--- src/rtl/serial_adder.sv ---
// serial_adder: bit-serial LSB-first adder, one full-adder step per cycle, registered Sum/Carry.
module serial_adder #(
   parameter int WIDTH = 8
) (
   input  logic             Clk,
   input  logic             Reset,
   input  logic             Start,
   input  logic [WIDTH-1:0] A,
   input  logic [WIDTH-1:0] B,
   output logic             Busy,
   output logic             Done,
   output logic [WIDTH-1:0] Sum,
   output logic             Carry
);
   localparam int CW = $clog2(WIDTH) + 1;
   typedef enum logic [1:0] {IDLE, ADD, DONE} state_t;
   state_t           r_state, w_next;
   logic [WIDTH-1:0] r_a, r_b, r_ps, w_ps;
   logic [CW-1:0]    r_cnt;
   logic             r_c, w_s1, w_c1, w_bit, w_c2, w_cout, w_last, w_load;
   // full adder as two half-adders plus an OR of their carries
   assign w_s1   = r_a[0] ^ r_b[0];
   assign w_c1   = r_a[0] & r_b[0];
   assign w_bit  = w_s1 ^ r_c;
   assign w_c2   = w_s1 & r_c;
   assign w_cout = w_c1 | w_c2;
   assign w_ps   = {w_bit, r_ps[WIDTH-1:1]};
   assign w_last = r_cnt == CW'(WIDTH - 1);
   assign w_load = Start && (r_state == IDLE || r_state == DONE);
   assign Busy   = r_state == ADD;
   assign Done   = r_state == DONE;
   always_comb begin
      w_next = r_state == ADD ? (w_last ? DONE : ADD) : (Start ? ADD : IDLE);
   end
   always_ff @(posedge Clk or posedge Reset) begin
      if (Reset) r_state <= IDLE;
      else       r_state <= w_next;
   end
   always_ff @(posedge Clk or posedge Reset) begin
      if (Reset) begin
         r_a   <= '0;
         r_b   <= '0;
         r_ps  <= '0;
         r_c   <= 1'b0;
         r_cnt <= '0;
         Sum   <= '0;
         Carry <= 1'b0;
      end else if (w_load) begin
         r_a   <= A;
         r_b   <= B;
         r_ps  <= '0;
         r_c   <= 1'b0;
         r_cnt <= '0;
      end else if (r_state == ADD) begin
         r_a   <= r_a >> 1;
         r_b   <= r_b >> 1;
         r_ps  <= w_ps;
         r_c   <= w_cout;
         r_cnt <= r_cnt + CW'(1);
         if (w_last) begin
            Sum   <= w_ps;
            Carry <= w_cout;
         end
      end
   end
endmodule

--- config.mk ---
export PLATFORM = sky130hd
export DESIGN_NAME = serial_adder
export DESIGN_NICKNAME = d
export VERILOG_FILES = /design/src/rtl/serial_adder.sv
export SDC_FILE = /design/constraint.sdc
export NUM_CORES = 1
export LEC_CHECK = 0
export ABC_AREA = 1
export CAP_MARGIN = 20
export CELL_PAD_IN_SITES_DETAIL_PLACEMENT = 0
export CELL_PAD_IN_SITES_GLOBAL_PLACEMENT = 2
export CORE_ASPECT_RATIO = 0.75
export CORE_MARGIN = 3
export CORE_UTILIZATION = 30
export CTS_CLUSTER_DIAMETER = 50
export CTS_CLUSTER_SIZE = 24
export DETAILED_ROUTE_END_ITERATION = 10
export HOLD_SLACK_MARGIN = 0.02
export PLACE_DENSITY = 0.78
export SLEW_MARGIN = 20
export SYNTH_ARGS = -nofsm -noshare
export SYNTH_HDL_FRONTEND = slang
export SYNTH_SLANG_ARGS = --single-unit
export TNS_END_PERCENT = 50
--- constraint.sdc ---
create_clock -name Clk -period 1.6 [get_ports Clk]
set_clock_uncertainty 0.2 [all_clocks]
set_input_delay 0.16 -clock Clk [delete_from_list [all_inputs] [get_ports Clk]]
set_output_delay 0.16 -clock Clk [all_outputs]
set_load 0.05 [all_outputs]
Word level (Yosys, flattened, before mapping)
Index checks and enable logic that the tools add are counted.

cells by class
  add/sub/neg operators = 1
  equal/unequal tests = 3
  muxes and demuxes = 13
  bitwise gates (word level) = 6
  reduce and logical (&&, ||, !) cells = 5

operator list
  operator                                                               number
  8-bit two-way mux                                                      6
  4-bit two-way mux                                                      2
  4-bit by 1-bit adder with 4-bit output, second input constant          1
  4-bit by 3-bit equality test with 1-bit output, second input constant  1
  2-bit two-way mux                                                      2
  1-bit two-way mux                                                      3
  3-bit AND reduction                                                    1
  1-bit bitwise AND                                                      2
  2-bit by 1-bit equality test with 1-bit output, second input constant  1
  2-bit equality test, second input constant                             1
  2-bit zero test                                                        1
  2-bit nonzero test                                                     1
  1-bit XOR                                                              2
  1-bit logical AND                                                      1
  1-bit logical OR                                                       1
  1-bit NOT                                                              1
  1-bit bitwise OR                                                       1

storage, ports and cells
  register bits = 40
  input bits = 19
  output and inout port bits = 11
  word-level logic and storage cells = 36

Depth between registers and ports, before layout
  depth in word-level cells = 5
  depth in mapped cells = 8
  depth with buffers taken out = 7

Worst setup path before layout
Ideal clock, no wire load.

  path type = reg-to-output
  from = register r_state[1]
  to = output Done
  data arrival time = 1.077 ns
  data required time = 1.240 ns
  slack = 0.163 ns
  cell stages (with the launch flop) = 3
  path buffers = 0
  path through = dfrtp_1 > inv_2 > nor2_1

between the ends
  word-level cells in the longest chain between the ends = 1

ends and longest elaborated chain
  element                 RTL line  source
  from (decl)             17        state_t r_state, w_next;
  from (signal assigned)  37        else r_state <= w_next;
  2-bit equality test     31        assign Done = r_state == DONE;
  to (decl)               11        output logic Done,

No other way between the ends.

Final worst setup path
  from = register r_state[0]
  to = output Done

The elaborated chain is that of the path after synthesis.

==> results.py <==
metrics = {
    "run_status": {
        "status": "finished clean",
    },
    "finish": {
        "area_delta_synth_final_pct": 35.0,
        "fillers": 564,
        "final-seq-area_um2": 976,
        "final_cell_mix": "nand2_1, dfrtp_1, inv_1",
        "multi_input_area_um2": 628,
        "final_nets": 275,
        "layout_commonest_cell": "nand2_1",
        "antenna_cells": 0,
        "drive_gt1_frac": 0.138,
        "instances_no_fill": 328,
    },
    "detailed_routing": {
        "routed_via_density": 4.12,
        "ant_nets": 0,
        "initialDrtViolationCount": 85,
        "dr.pass1.iters": 4,
        "wire_per_inst_um": 11.5,
        "detail_route.wirelength_um": 3780,
        "drc": 0,
        "vias": 1352,
    },
    "synth": {
        "netlist_instances": 217,
        "yosys_warnings": 0,
        "syn-num-nets": 238,
        "synthTopCellsByArea": "dfrtp_1, nand2_1, inv_1, buf_6, o22ai_1",
        "synth_seq_cells": 39,
        "yosysTopAreaCellShare": 0.553,
        "avgSynthCellArea_um2": 8.14,
        "synth_largest_area_cell": "dfrtp_1",
        "yosysUniqueCellTypes": 17,
        "yosysSeqAreaShare": 0.553,
        "synth_area_um2": 1770,
    },
    "die": {
        "io_pins": 30,
        "row_count": 23,
        "start_util": 0.320,
        "fp.dieW_um": 94.6,
        "die_h_um": 72.4,
        "coreArea_um2": 5530,
        "die_area_um2": 6850,
    },
    "place": {
        "dpl.hpwl_um": 2460,
        "place_inst": 318,
        "port_buffers": 29,
        "globalplace.congestion": 0.735,
    },
    "worst_hold_path": {
        "hold_class": "in2async",
    },
    "cts": {
        "clock_path_buffers": 2,
        "ctsResizeCount": 0,
        "cts_inserted_buffers": 5,
        "root_buffer": "clkbuf_8",
        "clk_latency_ns": 0.28,
        "clock-sinks": 39,
        "cts_tree": "built",
        "htreeDepth": 2,
        "clk_pin_slew_ns": 0.07,
    },
    "global_route": {
        "grt_overflow": 0,
        "grt_pass1_wl_um": 6220,
        "grt_usage": 0.119,
        "antenna_found_initial": 0,
        "grt_max_degree": 40,
        "grt_pass1_vias": 1320,
    },
    "worst_setup_path": {
        "worstPathRequired_ns": 1.24,
        "cp_max_fo": 3,
        "arrival_ns": 1.17,
        "startpoint_type": "flip-flop",
        "critPathKind": "reg2out",
        "endpoint_kind": "output pin",
        "r2r_cells": 7,
    },
    "sta": {
        "max_freq_mhz": 653,
        "report.final.hold_viol_count": 0,
        "setup_viol": 0,
        "relSlewSlack": 0.816,
        "worst_pin_slew_ns": 0.276,
        "fin_crit_sh": 0.957,
        "hold_ws_ns": 0.0329,
        "fin_crit_ns": 1.53,
        "drv_slew": 0,
    },
    "power_and_ir_drop": {
        "leakagePower_nw": 1.26,
        "pwr_density_cell_nw_per_um2": 2100,
        "ir_drop_mv": 0.785,
        "p_total_mw": 5.02,
    },
    "job": {
        "cap_violations": 0,
    },
}
## critical path, stage by stage, from the launching register on
cell and delay (ns):
dfrtp_1 0.40, buf_4 0.14, nor2_1 0.18, buf_12 0.16
## per-stage QoR
| stage | utilization | cell area [um^2] | TNS [ns] | setup slack [ns] |
|---|---|---|---|---|
| after floorplan | - | 1770 | 0 | 0.163 |
| after CTS | 0.423 | 2340 | 0 | 0.0465 |
| after global placement | 0.410 | 2260 | 0 | 0.0819 |
| after detailed placement | 0.410 | 2260 | 0 | 0.0663 |
| final | 0.431 | 2380 | 0 | 0.0695 |
| after global routing | 0.431 | 2380 | -0.000608 | -0.000608 |
## report_power, final
part	internal (mW)	switching, mW	total (mW)
sequential	1.42	0.312	1.73
combinational	1.20	1.48	2.68
clock	0.290	0.312	0.603
## registers in the layout, indices dropped and copies added, names as in the netlist
| register | cells |
|---|---|
| r_state | 2 |
| Sum | 8 |
| r_ps | 7 |
| Carry | 1 |
| r_c | 1 |
| r_a | 8 |
| r_b | 8 |
| r_cnt | 4 |
## Yosys cell counts
cell / count
a21oi_1: 1
buf_4: 4
buf_6: 3
dfrtp_1: 39
fa_1: 1
ha_1: 1
inv_1: 22
inv_2: 4
nand2_1: 117
nand2_2: 2
nand2_4: 2
nand3_1: 2
nor2_1: 7
nor2_4: 2
o21ai_0: 4
o22ai_1: 5
or2_2: 1
## final cells by class
cell class	count	share of cell area
sequential	39	0.409
multi-input combinational	145	0.264
timing repair buffer	37	0.216
inverter	26	0.0409
tap	75	0.0394
clock buffer	6	0.0304
## logic make-up after synthesis
logic type,Yosys count,share of synthesized area
AOI/OAI and AO/OA,10,0.0319
adders and majority gates,2,0.0184
buffers and inverters,33,0.0914
DFF,39,0.553
and+or+nand+nor,133,0.305
## per-layer routing
metal,GRT usage,part of all wire,vias to the layer above
li1,-,-,715
met1,0.169,0.50,611
met2,0.173,0.45,21
met3,0.0352,0.038,5
met4,0.0432,0.012,0
met5,0,0,-
## worst paths after layout
| check | startpoint | to | slack, ns |
|---|---|---|---|
| setup / recovery | r_state[0]$_DFF_PP0_ | Done | 0.07 |
| min in group Clk | B[7] | r_b[7]$_DFFE_PP0P_ | 0.23 |
| hold / removal | Reset | Sum[0]$_DFFE_PP0P_ | 0.03 |
| hold reg to reg | r_b[7]$_DFFE_PP0P_ | r_b[7]$_DFFE_PP0P_ | 0.27 |
| max in group asynchronous | Reset | r_a[2]$_DFFE_PP0P_ | 0.98 |
| setup reg to reg | r_state[0]$_DFF_PP0_ | r_cnt[2]$_DFFE_PP0P_ | 0.12 |
## timing repair
action / 4_1_cts / 5_1_grt
buffers inserted: 0 / 3
endpoints found under the setup margin: 0 / 1
hold buffers: 0 / 0
No activity file was read; power rests on OpenSTA's default activity.
